`src/rtl/data_sync_pkg.sv`:
```
// Shared constants for the multi-channel MCP bus synchronizer.
// Mode encodings and the legal synchronizer depth range live here.
package data_sync_pkg;

  localparam int SYNC_MODE_LEVEL  = 0;
  localparam int SYNC_MODE_TOGGLE = 1;

  localparam int NUM_STAGES_MIN = 2;
  localparam int NUM_STAGES_MAX = 4;

endpackage

```
`src/rtl/data_sync_ch.sv`:
```
// One synchronizer channel: control flop chain, edge detect, data capture,
// and valid/overrun bookkeeping for the consumer handshake.
module data_sync_ch
  import data_sync_pkg::*;
#(
  parameter int NUM_STAGES  = 2,
  parameter int BUS_WIDTH   = 8,
  parameter int TOGGLE_MODE = SYNC_MODE_LEVEL
) (
  input  logic                 CLK,
  input  logic                 RST,
  input  logic [BUS_WIDTH-1:0] data_i,
  input  logic                 enable_i,
  input  logic                 ready_i,
  input  logic                 overrun_clr_i,
  output logic [BUS_WIDTH-1:0] data_o,
  output logic                 pulse_o,
  output logic                 valid_o,
  output logic                 overrun_o
);

  logic [NUM_STAGES-1:0] sync_q;
  logic                  edge_q;
  logic [BUS_WIDTH-1:0]  data_q, data_d;
  logic                  pulse_q, pulse_d;
  logic                  valid_q, valid_d;
  logic                  overrun_q, overrun_d;
  logic                  det;

  always_comb begin
    det = 1'b0;
    if (TOGGLE_MODE == SYNC_MODE_TOGGLE) det = sync_q[NUM_STAGES-1] ^ edge_q;
    else                                 det = sync_q[NUM_STAGES-1] & ~edge_q;
  end

  // A new word always wins: it overwrites, keeps valid high, and flags overrun
  // only when the previous word was neither consumed nor being consumed.
  always_comb begin
    data_d    = data_q;
    pulse_d   = det;
    valid_d   = valid_q;
    overrun_d = overrun_q;
    if (overrun_clr_i) overrun_d = 1'b0;
    if (det) begin
      data_d  = data_i;
      valid_d = 1'b1;
      if (valid_q && !ready_i) overrun_d = 1'b1;
    end else if (valid_q && ready_i) begin
      valid_d = 1'b0;
    end
  end

  always_ff @(posedge CLK or negedge RST) begin
    if (!RST) begin
      sync_q    <= '0;
      edge_q    <= 1'b0;
      data_q    <= '0;
      pulse_q   <= 1'b0;
      valid_q   <= 1'b0;
      overrun_q <= 1'b0;
    end else begin
      sync_q    <= {sync_q[NUM_STAGES-2:0], enable_i};
      edge_q    <= sync_q[NUM_STAGES-1];
      data_q    <= data_d;
      pulse_q   <= pulse_d;
      valid_q   <= valid_d;
      overrun_q <= overrun_d;
    end
  end

  assign data_o    = data_q;
  assign pulse_o   = pulse_q;
  assign valid_o   = valid_q;
  assign overrun_o = overrun_q;

endmodule

```
`src/rtl/data_sync_mc.sv`:
```
// Multi-channel MCP bus synchronizer: NUM_CH independent channels into CLK,
// sharing a single overrun clear.
module data_sync_mc
  import data_sync_pkg::*;
#(
  parameter int NUM_STAGES  = 2,
  parameter int BUS_WIDTH   = 8,
  parameter int NUM_CH      = 4,
  parameter int TOGGLE_MODE = SYNC_MODE_LEVEL
) (
  input  logic                        CLK,
  input  logic                        RST,
  input  logic [NUM_CH*BUS_WIDTH-1:0] unsync_bus,
  input  logic [NUM_CH-1:0]           bus_enable,
  input  logic [NUM_CH-1:0]           sync_ready,
  input  logic                        overrun_clr,
  output logic [NUM_CH*BUS_WIDTH-1:0] sync_bus,
  output logic [NUM_CH-1:0]           enable_pulse,
  output logic [NUM_CH-1:0]           sync_valid,
  output logic [NUM_CH-1:0]           overrun
);

  if (NUM_STAGES < NUM_STAGES_MIN || NUM_STAGES > NUM_STAGES_MAX) begin : g_bad_depth
    $error("data_sync_mc: NUM_STAGES out of legal range");
  end

  for (genvar c = 0; c < NUM_CH; c++) begin : g_ch
    data_sync_ch #(
      .NUM_STAGES (NUM_STAGES),
      .BUS_WIDTH  (BUS_WIDTH),
      .TOGGLE_MODE(TOGGLE_MODE)
    ) u_ch (
      .CLK          (CLK),
      .RST          (RST),
      .data_i       (unsync_bus[c*BUS_WIDTH +: BUS_WIDTH]),
      .enable_i     (bus_enable[c]),
      .ready_i      (sync_ready[c]),
      .overrun_clr_i(overrun_clr),
      .data_o       (sync_bus[c*BUS_WIDTH +: BUS_WIDTH]),
      .pulse_o      (enable_pulse[c]),
      .valid_o      (sync_valid[c]),
      .overrun_o    (overrun[c])
    );
  end

endmodule

```
`config.mk`:
```
export PLATFORM = sky130hd
export DESIGN_NAME = data_sync_mc
export DESIGN_NICKNAME = d
export VERILOG_FILES = /design/src/rtl/data_sync_pkg.sv /design/src/rtl/data_sync_ch.sv /design/src/rtl/data_sync_mc.sv
export SDC_FILE = /design/constraint.sdc
export NUM_CORES = 1
export LEC_CHECK = 0
export ABC_CLOCK_PERIOD_IN_PS = 2800
export CAP_MARGIN = 20
export CELL_PAD_IN_SITES_DETAIL_PLACEMENT = 0
export CELL_PAD_IN_SITES_GLOBAL_PLACEMENT = 2
export CORE_ASPECT_RATIO = 1.2
export CORE_MARGIN = 2
export CORE_UTILIZATION = 30
export CTS_CLUSTER_SIZE = 25
export DETAILED_ROUTE_END_ITERATION = 10
export HOLD_SLACK_MARGIN = 0.12
export PLACE_DENSITY_LB_ADDON = 0.1
export SYNTH_ARGS = -nofsm -noshare
export SYNTH_HDL_FRONTEND = slang
export SYNTH_SLANG_ARGS = --single-unit
```
`constraint.sdc`:
```
create_clock -name CLK -period 2.8 [get_ports CLK]
set_input_delay 0.56 -clock CLK [delete_from_list [all_inputs] [get_ports CLK]]
set_output_delay 0.56 -clock CLK [all_outputs]
set_load 0.02 [all_outputs]
```
==> impl_results.md <==
- Run status: finished clean
- Area growth, synth to finish: 47.55%
- Clock sink count: 56
- Worst-Skew Late Latency: 0.30 ns
- Rows: 33
- Final-report hold violation count: 0
- Critical path, cell by cell: clkdlybuf4s50_1
- Total area of multi-input combinational cells: 600.6 um^2
- Fill count: 614
- Antenna violations before repair: 0
- Peak fanout along the critical path: 2
- Total congestion overflow: 0
- Area of the die: 7835 um^2
- Net Count, Synth: 167
- CTS H-Tree Depth: 2
- Total CTS buffers: 5
- Half-perimeter wire length after detailed placement: 2942 um
- Maximum number of pins on one net before global-route repair: 28
- Required arrival time at the worst endpoint: 2.24 ns
- Iteration-0 DRC Markers: 32
- Final TNS setup: 0 ns
- Number of buffer and inverter instances along the worst setup path: 1
- Die outline width: 81.14 um
- Met1 usage in global routing: 13.52%
- # resized after CTS: 0
- Commonest cells after routing, fill and taps aside: sky130_fd_sc_hd__clkdlybuf4s50_1, sky130_fd_sc_hd__dfrtp_1, sky130_fd_sc_hd__mux2_4, sky130_fd_sc_hd__clkbuf_8
- RSZ-0062 raised after global routing: no
- P per Cell Area: 640.9 nW/um^2
- Global-route met3 utilization: 3.903%
- Kind of start point of the critical path: flop
- Final net count: 250
- Cell total after placement: 287
- Classification of the worst-slack hold path: input port to asynchronous set/reset pin
- Seq. cell area: 1401 um^2
- Most common cell after layout, fill and taps aside: sky130_fd_sc_hd__clkdlybuf4s50_1
- Initial cell density of the core: 31.07%
- Post-synth top area share: 65.42%
- First-pass GRT wire length: 6341 um
- Max Clk Rate: 541.0 MHz
- Cell leakage power: 1.406 nW
- Cell type with the highest aggregate area in the netlist: sky130_fd_sc_hd__dfrtp_1
- Final std cells w/o fill: 294
- CTS tree: built
- Top post-synthesis cells by area: sky130_fd_sc_hd__dfrtp_1, sky130_fd_sc_hd__mux2_4, sky130_fd_sc_hd__buf_4
- Critical-path cell with the highest stage delay: sky130_fd_sc_hd__clkdlybuf4s50_1
- Total routing resource utilization after global routing: 10.76%
- Final hold slack: 0.2544 ns
- Top Family by Delay on Critical Path: buffers and inverters
- Headroom to the max-slew limit: 61.09%
- Number of global-route vias before repair: 1,300
- Synthesized flop and latch total: 56
- Count of warnings emitted by yosys: 0
- Critical path capture point type: output pin
- IO Count: 87
- Number of antenna cells inserted: 0
- Number of maximum-capacitance constraint violations: 0
- Core box area: 6895 um^2
- Placer's final routability congestion estimate: 0.6982
- Average routed wire per standard cell: 13.63 um
- Clock transition at the registers of the reported paths: 0.10 ns
- Die Y-Extent: 96.57 um
- Endpoints failing setup: 0
- Largest voltage drop on the vdd net: 0.0003231 V
- Share of layout cells above drive strength 1: 24.15%
- Total power: 2.026 mW
- Worst Max-Slew Pin Slew: 0.5837 ns
- Post-synthesis instance total: 124
- Proportion of synthesized chip area in sequential cells: 65.42%
- Post-Syn Area: 2142 um^2
- Count of buffers inserted at the top-level ports: 86
- 1st-pass router iterations: 2
- Average footprint of a synthesized cell: 17.27 um^2
- Setup bufs post-CTS: 0
- Final Max Tran Viols: 0
- Critical path class: flop to output pin
- Average via count per standard cell: 4.163
- CP max stage delay: 0.63 ns
- Post-detailed-route DRC marker count: 0
- Share of the clock period used by the worst path after layout: 66.01%
- Worst endpoint data arrival time: 1.29 ns
- Met2 Resource Use GR: 16.87%
- Vias after detailed routing: 1,224
- Clk Tree Root Cell: sky130_fd_sc_hd__clkbuf_8
- Number of buffers between clock root and the deepest sink: 2
- Min cycle time layout: 1.848 ns
- Total length of routed wires: 4008 um
- Final antenna-violating net count: 0
- Post-synthesis cell type count: 9
- Hold-fix buffer count after cts: 0
- Gr busiest metal: met2
- Worst clock skew on the final layout: 0.005365 ns
==> cell type report <==
cell class | count | share of cell area (%)
clock inverters | 2 | 1.900
multi-input cells | 48 | 19.00
clock buffers | 5 | 2.177
inverters | 8 | 1.584
repair buffers | 88 | 27.55
flip-flops and latches | 56 | 44.34
well taps | 87 | 3.444
==> power by group <==
part	switching (mW)	internal [mW]	total [mW]
clock	0.242	0.352	0.594
sequential	0.0472	0.896	0.943
combinational	0.199	0.290	0.489
==> layer usage <==
layer  part of all wire, %  routed length [um]  vias to the layer above
met2                    47                1893                       56
met1                    42                1679                      601
met5                     0                   0                        -
li1                      -                   -                      562
met4                   1.6                  65                        0
met3                   9.2                 370                        5
==> synthesized netlist by cell type <==
| cell type | count |
|---|---|
| sky130_fd_sc_hd__buf_4 | 12 |
| sky130_fd_sc_hd__dfrtp_1 | 56 |
| sky130_fd_sc_hd__inv_1 | 4 |
| sky130_fd_sc_hd__nand2b_4 | 4 |
| sky130_fd_sc_hd__inv_6 | 4 |
| sky130_fd_sc_hd__mux2_4 | 32 |
| sky130_fd_sc_hd__nand2_1 | 4 |
| sky130_fd_sc_hd__nand2b_1 | 4 |
| sky130_fd_sc_hd__o22ai_1 | 4 |
==> registers in the layout, indices dropped and copies added, names as in the netlist <==
name / count
g_ch.u_ch.data_o: 32
g_ch.u_ch.sync_q: 8
g_ch.u_ch.pulse_o: 4
g_ch.u_ch.valid_o: 4
g_ch.u_ch.overrun_o: 4
g_ch.u_ch.edge_q: 4
==> per-stage QoR <==
step	instance area, um^2	utilization [%]	setup WS [ns]
floorplan	2142	-	1.739
global placement	3032	43.97	1.288
detailed placement	3032	43.97	1.281
CTS	3161	45.84	0.9236
global route	3161	45.84	0.8895
finish	3161	45.84	0.9517
==> cell families after synthesis <==
group | after synthesis | synth area share [%]
flip-flops | 56 | 65.42
multiplexers | 32 | 22.43
buffers and inverters | 20 | 6.542
AND/OR/NAND/NOR | 12 | 4.439
AO/OA/AOI/OAI | 4 | 1.168
==> path summary, 6_finish.rpt <==
| check | slack, ns | cells after the start | from | endpoint |
|---|---|---|---|---|
| min reg2reg | 0.36 | 0 | g_ch[2].u_ch.sync_q[0]$_DFF_PN0_ | g_ch[2].u_ch.sync_q[1]$_DFF_PN0_ |
| min in group CLK | 0.36 | 0 | g_ch[2].u_ch.sync_q[0]$_DFF_PN0_ | g_ch[2].u_ch.sync_q[1]$_DFF_PN0_ |
| max reg2reg | 1.71 | 3 | g_ch[2].u_ch.edge_q$_DFF_PN0_ | g_ch[2].u_ch.data_o[5]$_DFFE_PN0P_ |
| max | 0.95 | 1 | g_ch[2].u_ch.data_o[4]$_DFFE_PN0P_ | sync_bus[20] |
| max in group asynchronous | 1.91 | 2 | RST | g_ch[3].u_ch.data_o[2]$_DFFE_PN0P_ |
| min | 0.25 | 1 | RST | g_ch[0].u_ch.data_o[2]$_DFFE_PN0P_ |
(Power assumes the default switching activity.)
